$ cat src/rtl/pep_mmacc_common_param_pkg.sv
// Shared constants and command type for the PEP mono-mult-accumulate GRAM arbitration path.
// Window lengths are counted in arbitration slots of GARB_SLOT_CYCLE cycles each.
package pep_mmacc_common_param_pkg;

  localparam int GRAM_NB         = 4;
  localparam int GRAM_ID_W       = $clog2(GRAM_NB);
  localparam int GARB_SLOT_CYCLE = 8;
  localparam int GLWE_SLOT_NB    = 3;
  localparam int FEED_ADD_SLOT   = 1;
  localparam int ACC_ADD_SLOT    = 1;
  localparam int GARB_CMD_W      = GRAM_ID_W + 1;

  localparam int SLOT_CNT_W   = $clog2(GARB_SLOT_CYCLE);
  localparam int WIN_SLOT_MAX = GLWE_SLOT_NB +
                                ((FEED_ADD_SLOT > ACC_ADD_SLOT) ? FEED_ADD_SLOT : ACC_ADD_SLOT);
  localparam int WIN_CNT_W    = $clog2(WIN_SLOT_MAX + 1);

  typedef struct packed {
    logic                 critical;
    logic [GRAM_ID_W-1:0] grid;
  } garb_cmd_t;

  // The enum value doubles as the bit index in a port's avail_1h pair
  typedef enum logic {
    SRC_FEED = 1'b0,
    SRC_ACC  = 1'b1
  } garb_src_e;

endpackage

$ cat src/rtl/pep_mmacc_gram_arb_win.sv
// Remaining-slot counter for one GRAM port: tracks the current owner and how many
// slot boundaries remain before the port is released.
module pep_mmacc_gram_arb_win
  import pep_mmacc_common_param_pkg::*;
(
  input  logic                 clk,
  input  logic                 s_rst,
  input  logic                 boundary,
  input  logic                 load,
  input  garb_src_e            load_owner,
  input  logic [WIN_CNT_W-1:0] load_slot_nb,
  output logic [1:0]           avail_1h,
  output logic                 idle,
  output logic                 free_next
);

  logic [WIN_CNT_W-1:0] rem;
  logic [WIN_CNT_W-1:0] rem_nxt;
  garb_src_e            owner;
  garb_src_e            owner_nxt;
  logic [1:0]           avail_nxt;

  always_comb begin
    rem_nxt   = rem;
    owner_nxt = owner;
    if (load) begin
      rem_nxt   = load_slot_nb;
      owner_nxt = load_owner;
    end else if (boundary && (rem != '0)) begin
      rem_nxt = rem - WIN_CNT_W'(1);
    end
    avail_nxt = '0;
    if (rem_nxt != '0) avail_nxt = (owner_nxt == SRC_ACC) ? 2'b10 : 2'b01;
  end

  // Outputs are registered from next-state values so a window starts the cycle after loading
  always_ff @(posedge clk) begin
    if (s_rst) begin
      rem      <= '0;
      owner    <= SRC_FEED;
      avail_1h <= '0;
      idle     <= 1'b1;
    end else begin
      rem      <= rem_nxt;
      owner    <= owner_nxt;
      avail_1h <= avail_nxt;
      idle     <= (rem_nxt == '0);
    end
  end

  assign free_next = (rem <= WIN_CNT_W'(1));

endmodule

$ cat src/rtl/pep_mmacc_gram_arbiter.sv
// Time-slotted GRAM arbiter: grants mmfeed/mmacc exclusive GRAM windows at slot boundaries
// and hands leftover port time to the loader (port A) and sample extractor (port B).
module pep_mmacc_gram_arbiter
  import pep_mmacc_common_param_pkg::*;
(
  input  logic                  clk,
  input  logic                  s_rst,
  input  logic [GARB_CMD_W-1:0] mmfeed_garb_req,
  input  logic                  mmfeed_garb_req_vld,
  output logic                  mmfeed_garb_req_rdy,
  input  logic [GARB_CMD_W-1:0] mmacc_garb_req,
  input  logic                  mmacc_garb_req_vld,
  output logic                  mmacc_garb_req_rdy,
  output logic                  garb_mmfeed_grant,
  output logic                  garb_mmacc_grant,
  output logic [GRAM_NB-1:0]    garb_mmfeed_rot_avail_1h,
  output logic [GRAM_NB-1:0]    garb_mmfeed_dat_avail_1h,
  output logic [GRAM_NB-1:0]    garb_mmacc_rd_avail_1h,
  output logic [GRAM_NB-1:0]    garb_mmacc_wr_avail_1h,
  output logic [GRAM_NB-1:0]    garb_mmsxt_avail_1h,
  output logic [GRAM_NB-1:0]    garb_ldg_avail_1h
);

  localparam logic [WIN_CNT_W-1:0] RD_SLOT_NB  = WIN_CNT_W'(GLWE_SLOT_NB);
  localparam logic [WIN_CNT_W-1:0] DAT_SLOT_NB = WIN_CNT_W'(GLWE_SLOT_NB + FEED_ADD_SLOT);
  localparam logic [WIN_CNT_W-1:0] WR_SLOT_NB  = WIN_CNT_W'(GLWE_SLOT_NB + ACC_ADD_SLOT);

  logic [SLOT_CNT_W-1:0] slot_cnt;
  logic                  boundary;
  garb_src_e             rr_prio;
  garb_cmd_t             feed_cmd;
  garb_cmd_t             acc_cmd;

  logic [1:0]         avail_a [GRAM_NB];
  logic [1:0]         avail_b [GRAM_NB];
  logic [GRAM_NB-1:0] idle_a, idle_b, free_a, free_b;
  logic [GRAM_NB-1:0] rot_1h, rd_1h, dat_1h, wr_1h;

  logic feed_own_free, acc_own_free;
  logic feed_elig, acc_elig, contest, acc_wins;

  assign feed_cmd = mmfeed_garb_req;
  assign acc_cmd  = mmacc_garb_req;
  assign boundary = (slot_cnt == SLOT_CNT_W'(GARB_SLOT_CYCLE - 1)) & ~s_rst;

  // A source may only start a new window once its current port-A window ends at this boundary
  assign feed_own_free = &(~rot_1h | free_a);
  assign acc_own_free  = &(~rd_1h | free_a);

  always_comb begin
    feed_elig = boundary & mmfeed_garb_req_vld & feed_own_free
              & free_a[feed_cmd.grid] & free_b[feed_cmd.grid];
    acc_elig  = boundary & mmacc_garb_req_vld & acc_own_free
              & free_a[acc_cmd.grid] & free_b[acc_cmd.grid];
    contest   = feed_elig & acc_elig & (feed_cmd.grid == acc_cmd.grid);
    acc_wins  = (rr_prio == SRC_ACC);
    if (feed_cmd.critical != acc_cmd.critical) acc_wins = acc_cmd.critical;
    mmfeed_garb_req_rdy = feed_elig & ~(contest & acc_wins);
    mmacc_garb_req_rdy  = acc_elig & ~(contest & ~acc_wins);
  end

  // Round-robin pointer favours whoever lost the most recent contest
  always_ff @(posedge clk) begin
    if (s_rst) begin
      slot_cnt          <= '0;
      rr_prio           <= SRC_FEED;
      garb_mmfeed_grant <= 1'b0;
      garb_mmacc_grant  <= 1'b0;
    end else begin
      slot_cnt          <= boundary ? '0 : slot_cnt + SLOT_CNT_W'(1);
      garb_mmfeed_grant <= mmfeed_garb_req_rdy;
      garb_mmacc_grant  <= mmacc_garb_req_rdy;
      if (contest) rr_prio <= acc_wins ? SRC_FEED : SRC_ACC;
    end
  end

  for (genvar g = 0; g < GRAM_NB; g++) begin : g_gram
    logic            hit_feed, hit_acc;
    garb_src_e       owner;
    logic [WIN_CNT_W-1:0] b_slot_nb;

    assign hit_feed  = mmfeed_garb_req_rdy & (feed_cmd.grid == GRAM_ID_W'(g));
    assign hit_acc   = mmacc_garb_req_rdy & (acc_cmd.grid == GRAM_ID_W'(g));
    assign owner     = hit_acc ? SRC_ACC : SRC_FEED;
    assign b_slot_nb = hit_acc ? WR_SLOT_NB : DAT_SLOT_NB;

    pep_mmacc_gram_arb_win u_port_a (
      .clk          (clk),
      .s_rst        (s_rst),
      .boundary     (boundary),
      .load         (hit_feed | hit_acc),
      .load_owner   (owner),
      .load_slot_nb (RD_SLOT_NB),
      .avail_1h     (avail_a[g]),
      .idle         (idle_a[g]),
      .free_next    (free_a[g])
    );

    pep_mmacc_gram_arb_win u_port_b (
      .clk          (clk),
      .s_rst        (s_rst),
      .boundary     (boundary),
      .load         (hit_feed | hit_acc),
      .load_owner   (owner),
      .load_slot_nb (b_slot_nb),
      .avail_1h     (avail_b[g]),
      .idle         (idle_b[g]),
      .free_next    (free_b[g])
    );

    assign rot_1h[g] = avail_a[g][SRC_FEED];
    assign rd_1h[g]  = avail_a[g][SRC_ACC];
    assign dat_1h[g] = avail_b[g][SRC_FEED];
    assign wr_1h[g]  = avail_b[g][SRC_ACC];
  end

  assign garb_mmfeed_rot_avail_1h = rot_1h;
  assign garb_mmfeed_dat_avail_1h = dat_1h;
  assign garb_mmacc_rd_avail_1h   = rd_1h;
  assign garb_mmacc_wr_avail_1h   = wr_1h;
  assign garb_ldg_avail_1h        = idle_a;
  assign garb_mmsxt_avail_1h      = idle_b;

endmodule

$ cat config.mk
export PLATFORM = sky130hd
export DESIGN_NAME = pep_mmacc_gram_arbiter
export DESIGN_NICKNAME = d
export VERILOG_FILES = /design/src/rtl/pep_mmacc_common_param_pkg.sv /design/src/rtl/pep_mmacc_gram_arb_win.sv /design/src/rtl/pep_mmacc_gram_arbiter.sv
export SDC_FILE = /design/constraint.sdc
export NUM_CORES = 1
export LEC_CHECK = 0
export CAP_MARGIN = 20
export CORE_MARGIN = 4
export CORE_UTILIZATION = 30
export DETAILED_ROUTE_END_ITERATION = 6
export PLACE_DENSITY_LB_ADDON = 0.05
export SYNTH_ARGS = -nofsm -noshare
export SYNTH_HDL_FRONTEND = slang
export SYNTH_SLANG_ARGS = --single-unit
$ cat constraint.sdc
create_clock -name clk -period 2.6 [get_ports clk]
set_input_delay 0.39 -clock clk [delete_from_list [all_inputs] [get_ports clk]]
set_output_delay 0.39 -clock clk [all_outputs]
set_load 0.005 [all_outputs]
== Yosys cells after proc, flatten, opt, wreduce, memory -nomap -nowiden ==
Cells that the tools add are included.
Word-level totals
  input port bits: 10
  memory bits (writable): 0
  memory bits (read-only): 0
  latch bits: 0
  flip-flop bits (word level): 62
  output and inout port bits: 28
  word-level logic and storage cells: 198
  memories: 0
Cells by class
  bitwise logic cells: 43
  $add $sub $neg: 9
  magnitude comparators: 10
  muxes and demuxes: 46
  divide/modulo/power cells: 0
  shift-type cells: 0
  reduce and logical (&&, ||, !) cells: 45
  $mul: 0
  equal/unequal tests: 9
Operators by type and width (count)
  2-to-1 mux 3 bit: 16
  nonzero test 3 bit: 16
  less-or-equal comparator 3 x 1 -> 1 bit, second input constant: 8
  zero test 3 bit: 8
  subtractor 3 x 1 -> 3 bit, second input constant: 8
  AND 1 bit: 23
  2-to-1 mux 1 bit: 18
  OR reduction 2 bit: 9
  2-to-1 mux 2 bit: 8
  inverter 1 bit: 12
  binary-select mux 1 bit (select 2 bit): 4
  == test 2 bit, second input constant: 4
  logical AND 1 bit: 8
  inverter 4 bit: 2
  OR 4 bit: 2
  AND reduction 4 bit: 2
  less-than comparator 2 x 3 -> 1 bit, second input constant: 2
  == test 2 x 1 -> 1 bit, second input constant: 2
  zero test 2 bit: 2
  OR 1 bit: 4
  adder 3 x 1 -> 3 bit, second input constant: 1
  == test 3 bit, second input constant: 1
  == test 2 bit: 1
  != test 1 bit: 1

== Depth between registers and ports, before layout ==
  depth in word-level cells: 17
  gate-level depth with buffers: 10
  mapped depth without buffers: 9

== Hierarchy ==
Synthesis repeated with hierarchy kept, for this count alone.
Second synthesis, totals
  cell total of the unflattened synthesis: 379
  area total of the unflattened synthesis: 3474.6 µm²
Modules (own cells, without submodules)
  pep_mmacc_gram_arb_win: cells an instance 38, times used 8, seq. area each 140.1 µm², area an instance 362.8 µm²
  pep_mmacc_gram_arbiter: cells an instance 75, times used 1, seq. area each 120.1 µm², area an instance 571.8 µm²

== Least setup slack after synthesis ==
Ideal clock, no wire load.
  path kind: register to register
  start: register slot_cnt[0]
  end: register rr_prio
  clock period less this slack: 2.446 ns
  setup slack: 0.154 ns
  data arrival time: 2.376 ns
  setup time: 0.070 ns
  buffers on the path: 1
  stages on the path, launching flop included: 10
  data required time: 2.530 ns
  cell sequence: dfxtp_1 ha_1 ha_1 nand2b_1 buf_2 a211oi_2 o2111ai_2 or4_1 or4_1 a21oi_1
On the way
  cells in the longest elaborated chain, start to end: 8
  elaborated cells on any way between the ends: 12
  those cells by class: 1 x eq/ne; 11 x bitwise
Ends and longest elaborated chain
  from (decl): line pep_mmacc_gram_arbiter.sv:28  | logic [SLOT_CNT_W-1:0] slot_cnt;
  from (signal assigned): line pep_mmacc_gram_arbiter.sv:70  | slot_cnt <= boundary ? '0 : slot_cnt + SLOT_CNT_W'(1);
  == test 3 bit (*): line pep_mmacc_gram_arbiter.sv:44  | assign boundary = (slot_cnt == SLOT_CNT_W'(GARB_SLOT_CYCLE - 1)) & ~s_rst;
  AND 1 bit (*): line pep_mmacc_gram_arbiter.sv:44
  AND 1 bit (on tied branches) (2 in a row): line pep_mmacc_gram_arbiter.sv:51, pep_mmacc_gram_arbiter.sv:53
  AND 1 bit (on tied branches) (2 in a row): line pep_mmacc_gram_arbiter.sv:52, pep_mmacc_gram_arbiter.sv:54
  AND 1 bit (*) (2 in a row): line pep_mmacc_gram_arbiter.sv:55  | contest = feed_elig & acc_elig & (feed_cmd.grid == acc_cmd.grid);
  to (signal assigned): line pep_mmacc_gram_arbiter.sv:73  | if (contest) rr_prio <= acc_wins ? SRC_FEED : SRC_ACC;
  to (decl): line pep_mmacc_gram_arbiter.sv:30  | garb_src_e rr_prio;
Mark *: on every way between the ends. The rest lies on a longest branch, timed or not.
A chain may end at the register's enable or synchronous reset.

== Worst setup path in the final report ==
  start: register g_gram[1].u_port_a.rem[1]
  end: output mmfeed_garb_req_rdy
On the way
  cells in the longest elaborated chain, start to end: 11
  elaborated cells on any way between the ends: 20
  those cells by class: 1 x order compare; 4 x mux; 13 x bitwise; 2 x reduce/logical
Ends and longest elaborated chain
  from (decl): line pep_mmacc_gram_arb_win.sv:17  | logic [WIN_CNT_W-1:0] rem;
  from (signal assigned): line pep_mmacc_gram_arb_win.sv:44  | rem <= rem_nxt;
  less-or-equal comparator 3 x 1 -> 1 bit (*): line pep_mmacc_gram_arb_win.sv:51  | assign free_next = (rem <= WIN_CNT_W'(1));
  OR 4 bit (on tied branches): line pep_mmacc_gram_arbiter.sv:47, pep_mmacc_gram_arbiter.sv:48
  AND reduction 4 bit (on tied branches): line pep_mmacc_gram_arbiter.sv:47, pep_mmacc_gram_arbiter.sv:48
  AND 1 bit (on tied branches): line pep_mmacc_gram_arbiter.sv:51, pep_mmacc_gram_arbiter.sv:53
  AND 1 bit (on tied branches) (2 in a row): line pep_mmacc_gram_arbiter.sv:52, pep_mmacc_gram_arbiter.sv:54
  AND 1 bit (2 in a row): line pep_mmacc_gram_arbiter.sv:55
  AND 1 bit: line pep_mmacc_gram_arbiter.sv:58  | mmfeed_garb_req_rdy = feed_elig & ~(contest & acc_wins);
  inverter 1 bit: line pep_mmacc_gram_arbiter.sv:58
  AND 1 bit (*): line pep_mmacc_gram_arbiter.sv:58
  to (decl): line pep_mmacc_gram_arbiter.sv:10  | output logic mmfeed_garb_req_rdy,
Mark *: on every way between the ends. The rest lies on a longest branch, timed or not. The select of a mux whose other input is x is not followed.

==> impl_results.md <==
- ANT cells: 0
- Drt pass-1 iters: 6
- Critical path peak fanout: 4
- Post-synthesis cell area: ~3300 µm²
- Worst Slack Setup Final: -0.0738 ns
- CTS Root Buffer Type: clkbuf_8
- Final Hold Viols: 0
- Number of synthesized register bits: 62
- Launching element type of the critical path: flip-flop
- Top FF cell, synth: dfxtp_1
- Period minus WS final: 2.67 ns
- Crit share post-route: 103%
- CP endpoint kind: primary output
- Setup TNS: -0.0857 ns
- Post-Route Skew: 0.00579 ns
- First-pass GRT wire length: roughly 16,000 µm
- Cells after synthesis: between 300 and 400
- Leakage: around 1.9 nW
- Pwr dens: ~350 nW/µm²
- Sw power: 0.414 mW
- Max Clock Freq: approximately 370 MHz
- Synth top area share: approximately 37%
- Largest net degree at the start of global routing: 30
- IO Port Bufs: 37
- Num rows: 38
- Vias in the first global route: approximately 3,200
- Int Power: around 1.3 mW
- Required time of the critical path: between 2 and 2.5 ns
- Share of cells above drive strength 1: between 30 and 40%
- Area contributors post-synth: dfxtp_1 (37%), ha_1 (9.7%), a21oi_1 (5.5%)
- Post-Route WL: 9900 µm
- Die area: 12,900 µm²
- Slew @ Worst Pin: 0.579 ns
- Clock latency on the worst-skew pair: 0.35 ns
- RePlAce Congestion: ~0.86
- WS Path Type: reg -> out
- Antenna violations before repair: 0
- Ports: 38
- Total GRT Usage: between 15 and 20%
- Yosys cell types: 51
- Switching share of power: a little under a quarter
- Mean Syn Cell Area: between 8 and 9 µm²
- Clk buf depth: 2
- Syn nets: 419
- Core ar.: roughly 11,000 µm²
- Die X: between 100 and 150 µm
- Post-DR wirelength/cell: around 15 µm
- Drt initial violations: 90
- Crit path arrival time: about 2.3 ns
- Via count: 3,232
- Ys Warns: 0
- Synth async-reset ratio: 0%
- Die Y-Extent: 114 µm
- Vias/cell: 4.89
- Most numerous cell in the Yosys netlist: dfxtp_1
- CTS Sinks: just over 60
- Final net count: ~550
- Seq/Total Area, Yosys: a little under two fifths
- Area growth syn-to-layout: 48.3%
- Slew Viols, Final: 0
- Worst Hold Slack: ~0.42 ns
- Antenna-violating nets left: 0
- CTS tree: yes
- RSZ-0062 raised after global routing: yes
- # DRC: 0
- Clock power frac: about two fifths
- Max Cap Viol: 0
- Slew margin rel.: between 60% and 70%
- EDFF count, synth: 0
- Post-CTS Hold Buffers: 0
- Commonest cells post-synth: dfxtp_1 (62), a21oi_1 (37), inv_1 (29)
- HPWL Detailed: 7550 µm
- Final setup vio count: 2
- Hold Crit Class: reg -> reg
- Most area-hungry cell type in the Yosys netlist: dfxtp_1
- Status: complete, but fails checks
- Combinational power share: around 6%
- Max VDD drop: 0.182 mV
- H-tree Lvls: 3
- Clock transition at the registers of the reported paths: roughly 0.070 ns
- Filler cells: 1,102
- Sequential power share: a little over half
- Starting Density: between 30 and 40%
- GRT overflow: 0
- Failing checks: setup timing
- Clock buffer count from CTS: 9
==> power groups by stage <==
stage / Sequential, mW / Combinational (mW) / Clock [mW]
after floorplan: 0.977 / 0.0453 / 0
after global placement: 0.977 / 0.0960 / 0
after detailed placement: 0.977 / 0.0958 / 0
after CTS: 0.956 / 0.107 / 0.734
after global routing: 0.954 / 0.116 / 0.769
final: 0.954 / 0.106 / 0.696
==> final cells by class <==
type | count | area, µm² | share of cell area, %
clock inverter | 2 | 10.0 | 0.202
multi-input combinational | 271 | 2070 | 41.8
clock buffer | 13 | 139 | 2.80
inverter | 29 | 111 | 2.25
sequential | 62 | 1250 | 25.3
timing repair buffer | 144 | 1190 | 24.1
tap | 140 | 175 | 3.54
==> registers in the layout, indices dropped and copies added, names as in the netlist <==
register                  flops
g_gram.u_port_a.rem          12
rr_prio                       1
garb_mmfeed_grant             1
slot_cnt                      3
g_gram.u_port_b.rem          12
g_gram.u_port_b.avail_1h      8
g_gram.u_port_a.avail_1h      8
g_gram.u_port_a.owner         4
garb_mmacc_grant              1
g_gram.u_port_b.idle          4
g_gram.u_port_b.owner         4
g_gram.u_port_a.idle          4
==> per-layer routing <==
layer | global-route usage (%) | up-vias | routed length (µm)
met1 | 21.4 | 1521 | 4760
met3 | 3.87 | 11 | 386
met2 | 25.5 | 53 | 4600
met5 | 0 | - | 0
li1 | - | 1647 | -
met4 | 5.21 | 0 | 147
==> logic make-up after synthesis <==
family | Yosys count | share of synthesized area, %
adder cells (fa/ha/maj) | 26 | 9.74
buffers and inverters | 50 | 6.85
multiplexers | 2 | 0.599
XOR/XNOR | 17 | 4.46
AND/OR/NAND/NOR | 116 | 18.6
flip-flops | 62 | 37.2
AO/OA/AOI/OAI | 110 | 22.6
==> timing repair <==
action | 4_1_cts | 5_1_grt
setup endpoints to repair | 3 | 24
setup buffers | 13 | 4
pin swaps | 16 | 14
gates resized for setup | 52 | 24
==> per-stage QoR <==
stage	utilization (%)	cell area (µm²)	instances	power (mW)	setup slack, ns
2_1_floorplan	-	3340	383	1.02	0.154
3_3_place_gp	41.1	4480	634	1.07	-0.282
3_5_place_dp	41.1	4480	634	1.07	-0.335
4_1_cts	44.7	4860	660	1.80	-0.0603
5_1_grt	45.5	4950	661	1.84	-0.174
6_report	45.5	4950	661	1.76	-0.0738
==> placed cells by master (no fill, tap or decap), types with 3 or more instances in the layout <==
cell type,n
buf_4,99
dfxtp_1,55
clkdlybuf4s50_1,35
a21oi_1,34
inv_1,25
nor2_1,23
ha_1,21
nand2_1,18
xnor2_1,17
o21ai_0,14
nor3_1,13
nor3b_1,11
nand3_1,10
o31ai_1,9
clkbuf_8,9
nor4_1,8
buf_6,8
and3_1,7
o21a_1,6
nand2b_1,5
a41oi_1,5
dfxtp_2,5
o21ba_4,4
nor2b_1,4
o21ai_2,4
ha_4,4
clkbuf_1,4
inv_2,3
o32ai_1,3
or4_4,3
a21oi_2,3
==> worst paths after layout <==
path | depth (start not counted) | slack, ns | from | end
worst max register to register | 10 | 0.03 | g_gram[0].u_port_a.rem[1] | rr_prio
worst min register to register | 1 | 0.42 | slot_cnt[0] | slot_cnt[0]
worst max-delay path | 8 | -0.07 | g_gram[1].u_port_a.rem[1] | mmfeed_garb_req_rdy
worst min-delay path | 1 | 0.42 | slot_cnt[0] | slot_cnt[0]
==> critical path: stages (launching register included) <==
cell and delay, ns:
dfxtp_2 0.34, inv_2 0.07, ha_4 0.12, o21ba_4 0.15
or4_4 0.53, a221oi_4 0.31, and3_4 0.24, nor3_2 0.04
buf_2 0.12
(Power assumes the default switching activity.)
